File: src/rtl/prog_intr_ctrl.sv
// Programmable interrupt controller: edge/level request latching, mask, fully nested
// in-service tracking, fixed or rotating priority and a single-cycle acknowledge handshake.
module prog_intr_ctrl #(
  parameter int N_IRQ = 8,
  parameter int VEC_W = 8
) (
  input  logic             i_clk,
  input  logic             i_reset,
  input  logic [N_IRQ-1:0] i_irq,
  input  logic             i_wr_en,
  input  logic             i_rd_en,
  input  logic [1:0]       i_addr,
  input  logic [N_IRQ-1:0] i_wdata,
  output logic [N_IRQ-1:0] o_rdata,
  output logic             o_int_out,
  input  logic             i_inta,
  output logic [VEC_W-1:0] o_vec_out,
  output logic             o_vec_valid
);
  localparam int ID_W = $clog2(N_IRQ);
  localparam logic [ID_W-1:0] LP_LAST = ID_W'(N_IRQ - 1);

  // IDLE: no request raised | REQ: int_out high, waiting for inta | ACK: vector presented
  typedef enum logic [1:0] {S_IDLE = 2'd0, S_REQ = 2'd1, S_ACK = 2'd2} state_t;

  state_t           r_state, w_state_nxt;
  logic [N_IRQ-1:0] r_imr, r_irr, r_isr, r_irq_d, r_rdata;
  logic [2:0]       r_mode;
  logic [VEC_W-1:0] r_vbase, r_vec_out;
  logic [ID_W-1:0]  r_ptr, r_id;
  logic             r_aeoi_pend, r_int_out, r_vec_valid;

  logic [ID_W-1:0]  w_ptr, w_cand_id, w_isr_id, w_sel, w_eoi_id, w_ptr_val;
  logic [N_IRQ-1:0] w_req, w_set_mask, w_clr_mask, w_isr_nxt, w_irr_nxt;
  logic             w_cand_vld, w_isr_found, w_int_nxt, w_ack_go, w_grant;
  logic             w_eoi_wr, w_ptr_upd;
  int               w_idx;

  // Fixed priority is rotating priority with the pointer parked on the last index.
  assign w_ptr    = r_mode[1] ? r_ptr : LP_LAST;
  assign w_req    = r_irr & ~r_imr;
  assign w_eoi_wr = i_wr_en && (i_addr == 2'd3);
  assign w_eoi_id = i_wdata[ID_W-1:0];
  assign w_grant  = w_ack_go & w_cand_vld;

  always_comb begin
    w_cand_vld  = 1'b0;
    w_cand_id   = '0;
    w_isr_found = 1'b0;
    w_isr_id    = '0;
    w_idx       = 0;
    w_sel       = '0;
    for (int k = 0; k < N_IRQ; k++) begin
      w_idx = int'(w_ptr) + 1 + k;
      if (w_idx >= N_IRQ) w_idx = w_idx - N_IRQ;
      w_sel = ID_W'(w_idx);
      if (r_isr[w_sel] && !w_isr_found) begin
        w_isr_found = 1'b1;
        w_isr_id    = w_sel;
      end
      if (w_req[w_sel] && !w_cand_vld && !w_isr_found) begin
        w_cand_vld = 1'b1;
        w_cand_id  = w_sel;
      end
    end
  end

  always_comb begin
    w_state_nxt = r_state;
    w_int_nxt   = r_int_out;
    w_ack_go    = 1'b0;
    case (r_state)
      S_IDLE: if (w_cand_vld) begin
        w_state_nxt = S_REQ;
        w_int_nxt   = 1'b1;
      end
      S_REQ: if (i_inta) begin
        w_state_nxt = S_ACK;
        w_int_nxt   = 1'b0;
        w_ack_go    = 1'b1;
      end
      S_ACK: begin
        w_state_nxt = w_cand_vld ? S_REQ : S_IDLE;
        w_int_nxt   = w_cand_vld;
      end
      default: begin
        w_state_nxt = S_IDLE;
        w_int_nxt   = 1'b0;
      end
    endcase
  end

  always_ff @(posedge i_clk) begin
    if (i_reset) begin
      r_state   <= S_IDLE;
      r_int_out <= 1'b0;
    end else begin
      r_state   <= w_state_nxt;
      r_int_out <= w_int_nxt;
    end
  end

  always_comb begin
    w_set_mask = '0;
    w_clr_mask = '0;
    w_ptr_upd  = 1'b0;
    w_ptr_val  = r_ptr;
    if (w_grant) w_set_mask[w_cand_id] = 1'b1;
    if (r_state == S_ACK && r_aeoi_pend) begin
      w_clr_mask[r_id] = 1'b1;
      w_ptr_upd        = 1'b1;
      w_ptr_val        = r_id;
    end
    if (w_eoi_wr) begin
      if (i_wdata[7]) begin
        if (int'(w_eoi_id) < N_IRQ && r_isr[w_eoi_id]) begin
          w_clr_mask[w_eoi_id] = 1'b1;
          w_ptr_upd            = 1'b1;
          w_ptr_val            = w_eoi_id;
        end
      end else if (w_isr_found) begin
        w_clr_mask[w_isr_id] = 1'b1;
        w_ptr_upd            = 1'b1;
        w_ptr_val            = w_isr_id;
      end
    end
    if (!r_mode[1]) w_ptr_upd = 1'b0;
    w_isr_nxt = (r_isr & ~w_clr_mask) | w_set_mask;
    // A fresh edge on the bit being acknowledged re-arms it.
    w_irr_nxt = r_mode[0] ? i_irq : ((r_irr & ~w_set_mask) | (i_irq & ~r_irq_d));
  end

  always_ff @(posedge i_clk) begin
    if (i_reset) begin
      r_imr       <= '1;
      r_mode      <= '0;
      r_vbase     <= '0;
      r_irr       <= '0;
      r_isr       <= '0;
      r_irq_d     <= '0;
      r_ptr       <= LP_LAST;
      r_id        <= '0;
      r_aeoi_pend <= 1'b0;
      r_vec_valid <= 1'b0;
      r_vec_out   <= '0;
      r_rdata     <= '0;
    end else begin
      r_irq_d     <= i_irq;
      r_irr       <= w_irr_nxt;
      r_isr       <= w_isr_nxt;
      r_vec_valid <= w_ack_go;
      r_aeoi_pend <= w_grant & r_mode[2];
      if (w_ptr_upd) r_ptr <= w_ptr_val;
      if (w_ack_go) begin
        r_id      <= w_cand_id;
        r_vec_out <= w_grant ? (r_vbase + VEC_W'(w_cand_id)) : (r_vbase + VEC_W'(N_IRQ - 1));
      end
      if (i_wr_en) begin
        case (i_addr)
          2'd0:    r_imr   <= i_wdata;
          2'd1:    r_mode  <= i_wdata[2:0];
          2'd2:    r_vbase <= VEC_W'(i_wdata);
          default: ;
        endcase
      end
      if (i_rd_en) begin
        case (i_addr)
          2'd0:    r_rdata <= r_imr;
          2'd1:    r_rdata <= r_irr;
          2'd2:    r_rdata <= r_isr;
          default: r_rdata <= N_IRQ'(r_mode);
        endcase
      end
    end
  end

  assign o_rdata     = r_rdata;
  assign o_int_out   = r_int_out;
  assign o_vec_out   = r_vec_out;
  assign o_vec_valid = r_vec_valid;
endmodule

File: config.mk
export PLATFORM = sky130hd
export DESIGN_NAME = prog_intr_ctrl
export DESIGN_NICKNAME = d
export VERILOG_FILES = /design/src/rtl/prog_intr_ctrl.sv
export SDC_FILE = /design/constraint.sdc
export NUM_CORES = 1
export LEC_CHECK = 0
export BUFFER_PORTS_ARGS = -buffer_cell sky130_fd_sc_hd__clkbuf_2
export CAP_MARGIN = 30
export CORE_ASPECT_RATIO = 1.5
export CORE_UTILIZATION = 25
export CTS_BUF_LIST = sky130_fd_sc_hd__clkbuf_2
export CTS_CLUSTER_SIZE = 8
export DETAILED_ROUTE_END_ITERATION = 8
export GPL_TIMING_DRIVEN = 0
export PLACE_DENSITY = 0.39
export SYNTH_ARGS = -nofsm -noshare
export SYNTH_HDL_FRONTEND = slang
export SYNTH_SLANG_ARGS = --single-unit
File: constraint.sdc
create_clock -name i_clk -period 6.5 [get_ports i_clk]
set_input_delay 1.3 -clock i_clk [delete_from_list [all_inputs] [get_ports i_clk]]
set_output_delay 1.3 -clock i_clk [all_outputs]
set_load 0.01 [all_outputs]
# Yosys cells after proc, flatten, opt, wreduce, memory -nomap -nowiden
# Cells that the tools add are included.
# totals
regBits	70
input_bits	23
# op_classes
n_addsub	18
n_lt_le_gt_ge	24
eq_ne	7
n_mux	112
n_bitwise	14
reduce_logical	49
# ops
cell	n
2-to-1 mux 3 bit	30
2-to-1 mux 8 bit	8
binary-select mux 1 bit (select 3 bit)	17
< comparator 3 x 4 -> 1 bit (second input constant)	12
2-to-1 mux 1 bit	48
greater-or-equal comparator 5 x 4 -> 1 bit (second input constant)	7
bitwise AND 8 bit	4
NOT 8 bit	4
OR 8 bit	4
logical AND 1 bit	28
case mux 8 bit (3 select lines)	1
subtractor 3 x 1 -> 3 bit (second input constant)	8
adder 4 x 3 -> 5 bit (second input constant)	4
logical NOT 1 bit	15
demux 1 bit (select 3 bit)	4
greater-or-equal comparator 3 x 1 -> 1 bit (second input constant)	4
adder 4 x 2 -> 5 bit (second input constant)	2
adder 8 x 3 -> 8 bit	1
adder 8 x 3 -> 8 bit (second input constant)	1
AND reduction 2 bit	4
equality test 2 bit (second input constant)	3
case mux 2 bit (3 select lines)	1
adder 4 x 1 -> 5 bit (second input constant)	1
adder 3 x 1 -> 4 bit (second input constant)	1
7 further kinds	12

# Logic depth before layout (Yosys ltp)
# depth
ltp_word	47
depth_mapped	25
depth_no_buf	19

# Worst setup path after synthesis
# No wires, ideal clock.
# synth_timing
path_type	reg-to-reg
startpoint	register r_mode[1]
endpoint	register r_vec_out[7], in the netlist o_vec_out[7]
setup_time_ns	0.137
arrival_ns	5.547
path_slack_ns	0.816
stages_incl_launch_ff	25
n_path_buf	5
period_less_slack_ns	5.684
cell_sequence	dfxtp_1 -> clkbuf_1 -> and2b_1 -> buf_2 -> inv_1 -> clkbuf_1 -> buf_1 -> ha_1 -> clkbuf_1 -> xnor2_1 -> xnor2_1 -> mux4_2 -> a211o_1 -> or4b_4 -> or4_1 -> a21boi_4 -> and3_4 -> inv_2 -> ha_1 -> a21o_1 -> a21oi_1 -> nor2_1 -> nand3_1 -> xor2_1 -> a211oi_1
# synth_between
elab_chain_cells	40
word_cells_on_any_way	129
# synth_lines
element	line_no	rtl
start, declared	28	logic [2:0] r_mode;
start signal, assigned	161	2'd1: r_mode <= i_wdata[2:0];
2-to-1 mux 3 bit *	40	assign w_ptr = r_mode[1] ? r_ptr : LP_LAST;
adder 3 x 1 -> 4 bit *	54	w_idx = int'(w_ptr) + 1 + k;
parallel branches: the longest is 37 deep, another holds adder 4 x 1 -> 5 bit	-	
2-to-1 mux 8 bit *	156	r_vec_out <= w_grant ? (r_vbase + VEC_W'(w_cand_id)) : (r_vbase + VEC_W'(N_IRQ - 1));
end signal, assigned	156	
end, declared	29	logic [VEC_W-1:0] r_vbase, r_vec_out;
# Mark *: on every way between the ends. The select of a mux whose other input is x is not followed.
# A chain may end at the register's enable or synchronous reset.

# Worst setup path after layout
# Ends and elaborated chain as after synthesis.

==> metrics <==
dominant synthesized flop cell=dfxtp_1; post-DP HPWL=16740 um; reg2reg path depth=23; Seq/Total Area, Yosys=26.56%; Initial Util=25.64%; vias per inst=5.472; io pins=41; Max Fclk=0.1620 GHz; Cell Area, Synth=0.005276 mm^2; P_leak=0.002275 uW; final hold violation count=0; Residual DRC=0; min-delay src=o_vec_out[1]; first-pass GRT wire length=31320 um; reg-to-reg slack, setup=0.33 ns; Hold Buf Count CTS=0; gr ovfl total=0; clk_lat worst skew=0.55 ns; share of layout cells above drive strength 1=17.76%; full die area=0.02170 mm^2; Least-Margin Pin Slew=0.9426 ns; wire per inst=21.88 um; placer congestion estimate=0.9520; gr usage total=19.38%; largest net degree at the start of global routing=14; most frequent cells after synthesis=nor2_1, dfxtp_1, nand2_1; number of synthesized flops with an enable pin=0; Rows=64; minimum clock period=6.174 ns; most common cell in the synthesized netlist=nor2_1; Routed Antenna Nets=0; outcome=finished, final reports clean; hold crit path type=reg -> reg; Critical Path Source Type=flop; CTS sink cnt=70; CP Capture Type=flop; final wirelength=20830 um; die width=120.6 um; Synth top area share=26.56%; Synthesis Warnings=0; H-tree depth=3; Worst EP required=6.98 ns; Gate Count Post-Synth=634; Hold Path Depth=2; worst-case clock buffer depth=2; Slew Viols, Final=0; final hold slack=0.4691 ns; Synth area leader=dfxtp_1; Layout area overhead=13.94%; initial antenna violation count=1; CP Class=reg -> reg; Final setup viols=0; Mapped Nets=663; Yosys reg bits=70; Setup TNS Final=0 ns; cts bufs inserted=9; port buffer count=37; Async SR Flop Fraction=0%; 1st-pass router iterations=5; die height=179.9 um; Yosys cell types=79; ranking of synthesized cells by area=dfxtp_1, mux2i_1, mux4_2, nor2_1, nand2_1; CTS tree=done; Vias=5209; Synth Area per Inst=8.322 um^2; Worst slew margin=37.16%; Fin Clk Skew=0.02965 ns; clk root buf=clkbuf_2; Core Area=0.02058 mm^2; max cap viols=0; Hold EP=o_vec_out[1]; WP data arrival=6.66 ns; P per Cell Area=150.5 mW/mm^2; 1st-iter DRT viols=480; fin nets=711; vias in the first global route=5217; final period utilization=94.98%; CP Max Fanout=11; Peak supply drop=0.09590 mV; reg2reg end=o_vec_out[7]; CTS clk-pin slew, worst paths=0.23 ns; R2R Path Start=r_mode[1]
==> placed cells by master (no fill, tap or decap), drive strengths merged, types with 9 or more instances in the layout <==
master / instances
nor2: 74
clkbuf: 72
dfxtp: 70
nand2: 64
mux2i: 57
a21oi: 34
o21ai: 34
nand3: 25
inv: 23
mux4: 18
a211oi: 18
buf: 17
nand2b: 14
nor2b: 14
mux2: 13
a31oi: 11
xnor2: 9
==> worst max-delay path, cell delays in order (launching register included) <==
cell and delay (ns):
dfxtp_1 0.41, clkbuf_2 0.28, and2b_1 0.29, clkbuf_4 0.30, clkinvlp_4 0.14, buf_2 0.22
ha_1 0.20, clkbuf_1 0.25, xnor2_2 0.40, xnor2_4 0.22, mux4_2 0.42, a211o_1 0.32
or4b_4 0.53, or4_1 0.51, a21boi_4 0.17, and3_4 0.21, inv_2 0.09, ha_1 0.23
a21o_1 0.15, a21oi_1 0.22, nor2_1 0.12, nand3_1 0.13, xor2_1 0.07, a211oi_1 0.23
==> worst max path at each step <==
stage	slack [ns]	cells after the start	endpoint	start
floorplan	0.82	24	o_vec_out[7]	r_mode[1]
global placement	-1.0	24	o_vec_out[7]	r_mode[1]
detailed placement	-0.93	24	o_vec_out[7]	r_mode[1]
CTS	0.14	22	o_vec_out[7]	r_mode[1]
global route	-0.02	22	o_vec_out[5]	r_mode[1]
finish	0.33	23	o_vec_out[7]	r_mode[1]
==> area by class of cell <==
class | count | area (um^2)
Fill cell | 2223 | 14570
Multi-Input combinational cell | 498 | 3638
Sequential cell | 70 | 1401
Tap cell | 264 | 330.3
Buffer | 41 | 202.7
Timing Repair Buffer | 39 | 200.2
Clock inverter | 7 | 96.34
Inverter | 23 | 95.09
Clock buffer | 9 | 45.04
Antenna cell | 1 | 2.502
==> cells by family after synthesis <==
kind of cell               Yosys count  share of synthesized area (%)
adders and majority gates            6                          1.565
AOI/OAI and AO/OA                  158                          20.65
DFF                                 70                          26.56
muxes                               88                          21.27
buffers and inverters               66                          5.596
and+or+nand+nor                    235                          22.10
xor gates and xnor gates            11                          2.253
==> metal layers <==
| layer | track usage, % | vias up | share of wire, % |
|---|---|---|---|
| met1 | 20.20 | 2573 | 37 |
| met5 | 0 | - | 0 |
| li1 | - | 2441 | - |
| met2 | 37.52 | 156 | 56 |
| met3 | 1.713 | 39 | 3.0 |
| met4 | 9.975 | 0 | 3.8 |
==> stage by stage <==
stage | setup slack (ns) | util, % | area (um^2) | std cells | total power [uW]
after global routing | -0.02132 | 29.21 | 6012 | 952 | 947.3
final | 0.3260 | 29.21 | 6012 | 952 | 905.1
after global placement | -0.9962 | 28.14 | 5792 | 935 | 609.8
after detailed placement | -0.9306 | 28.14 | 5792 | 935 | 610.6
after CTS | 0.1448 | 28.99 | 5967 | 951 | 921.4
after floorplan | 0.8159 | - | 5276 | 634 | 554.1
==> timing repair <==
action,CTS,global route
gates resized for setup,6,10
pin swaps,1,0
setup endpoints to repair,21,6
setup buffers,2,0
==> power by group <==
| part | switching (uW) | internal (uW) |
|---|---|---|
| sequential | 15.6 | 450 |
| clock | 174 | 129 |
| combinational | 86.2 | 50.0 |
==> flip-flops by register name (all words and copies together) (netlist names), 8 cells and up <==
name       count
r_imr          8
r_vbase        8
o_rdata        8
o_vec_out      8
r_irr          8
r_isr          8
r_irq_d        8
Power figures use the tool's default switching activity.
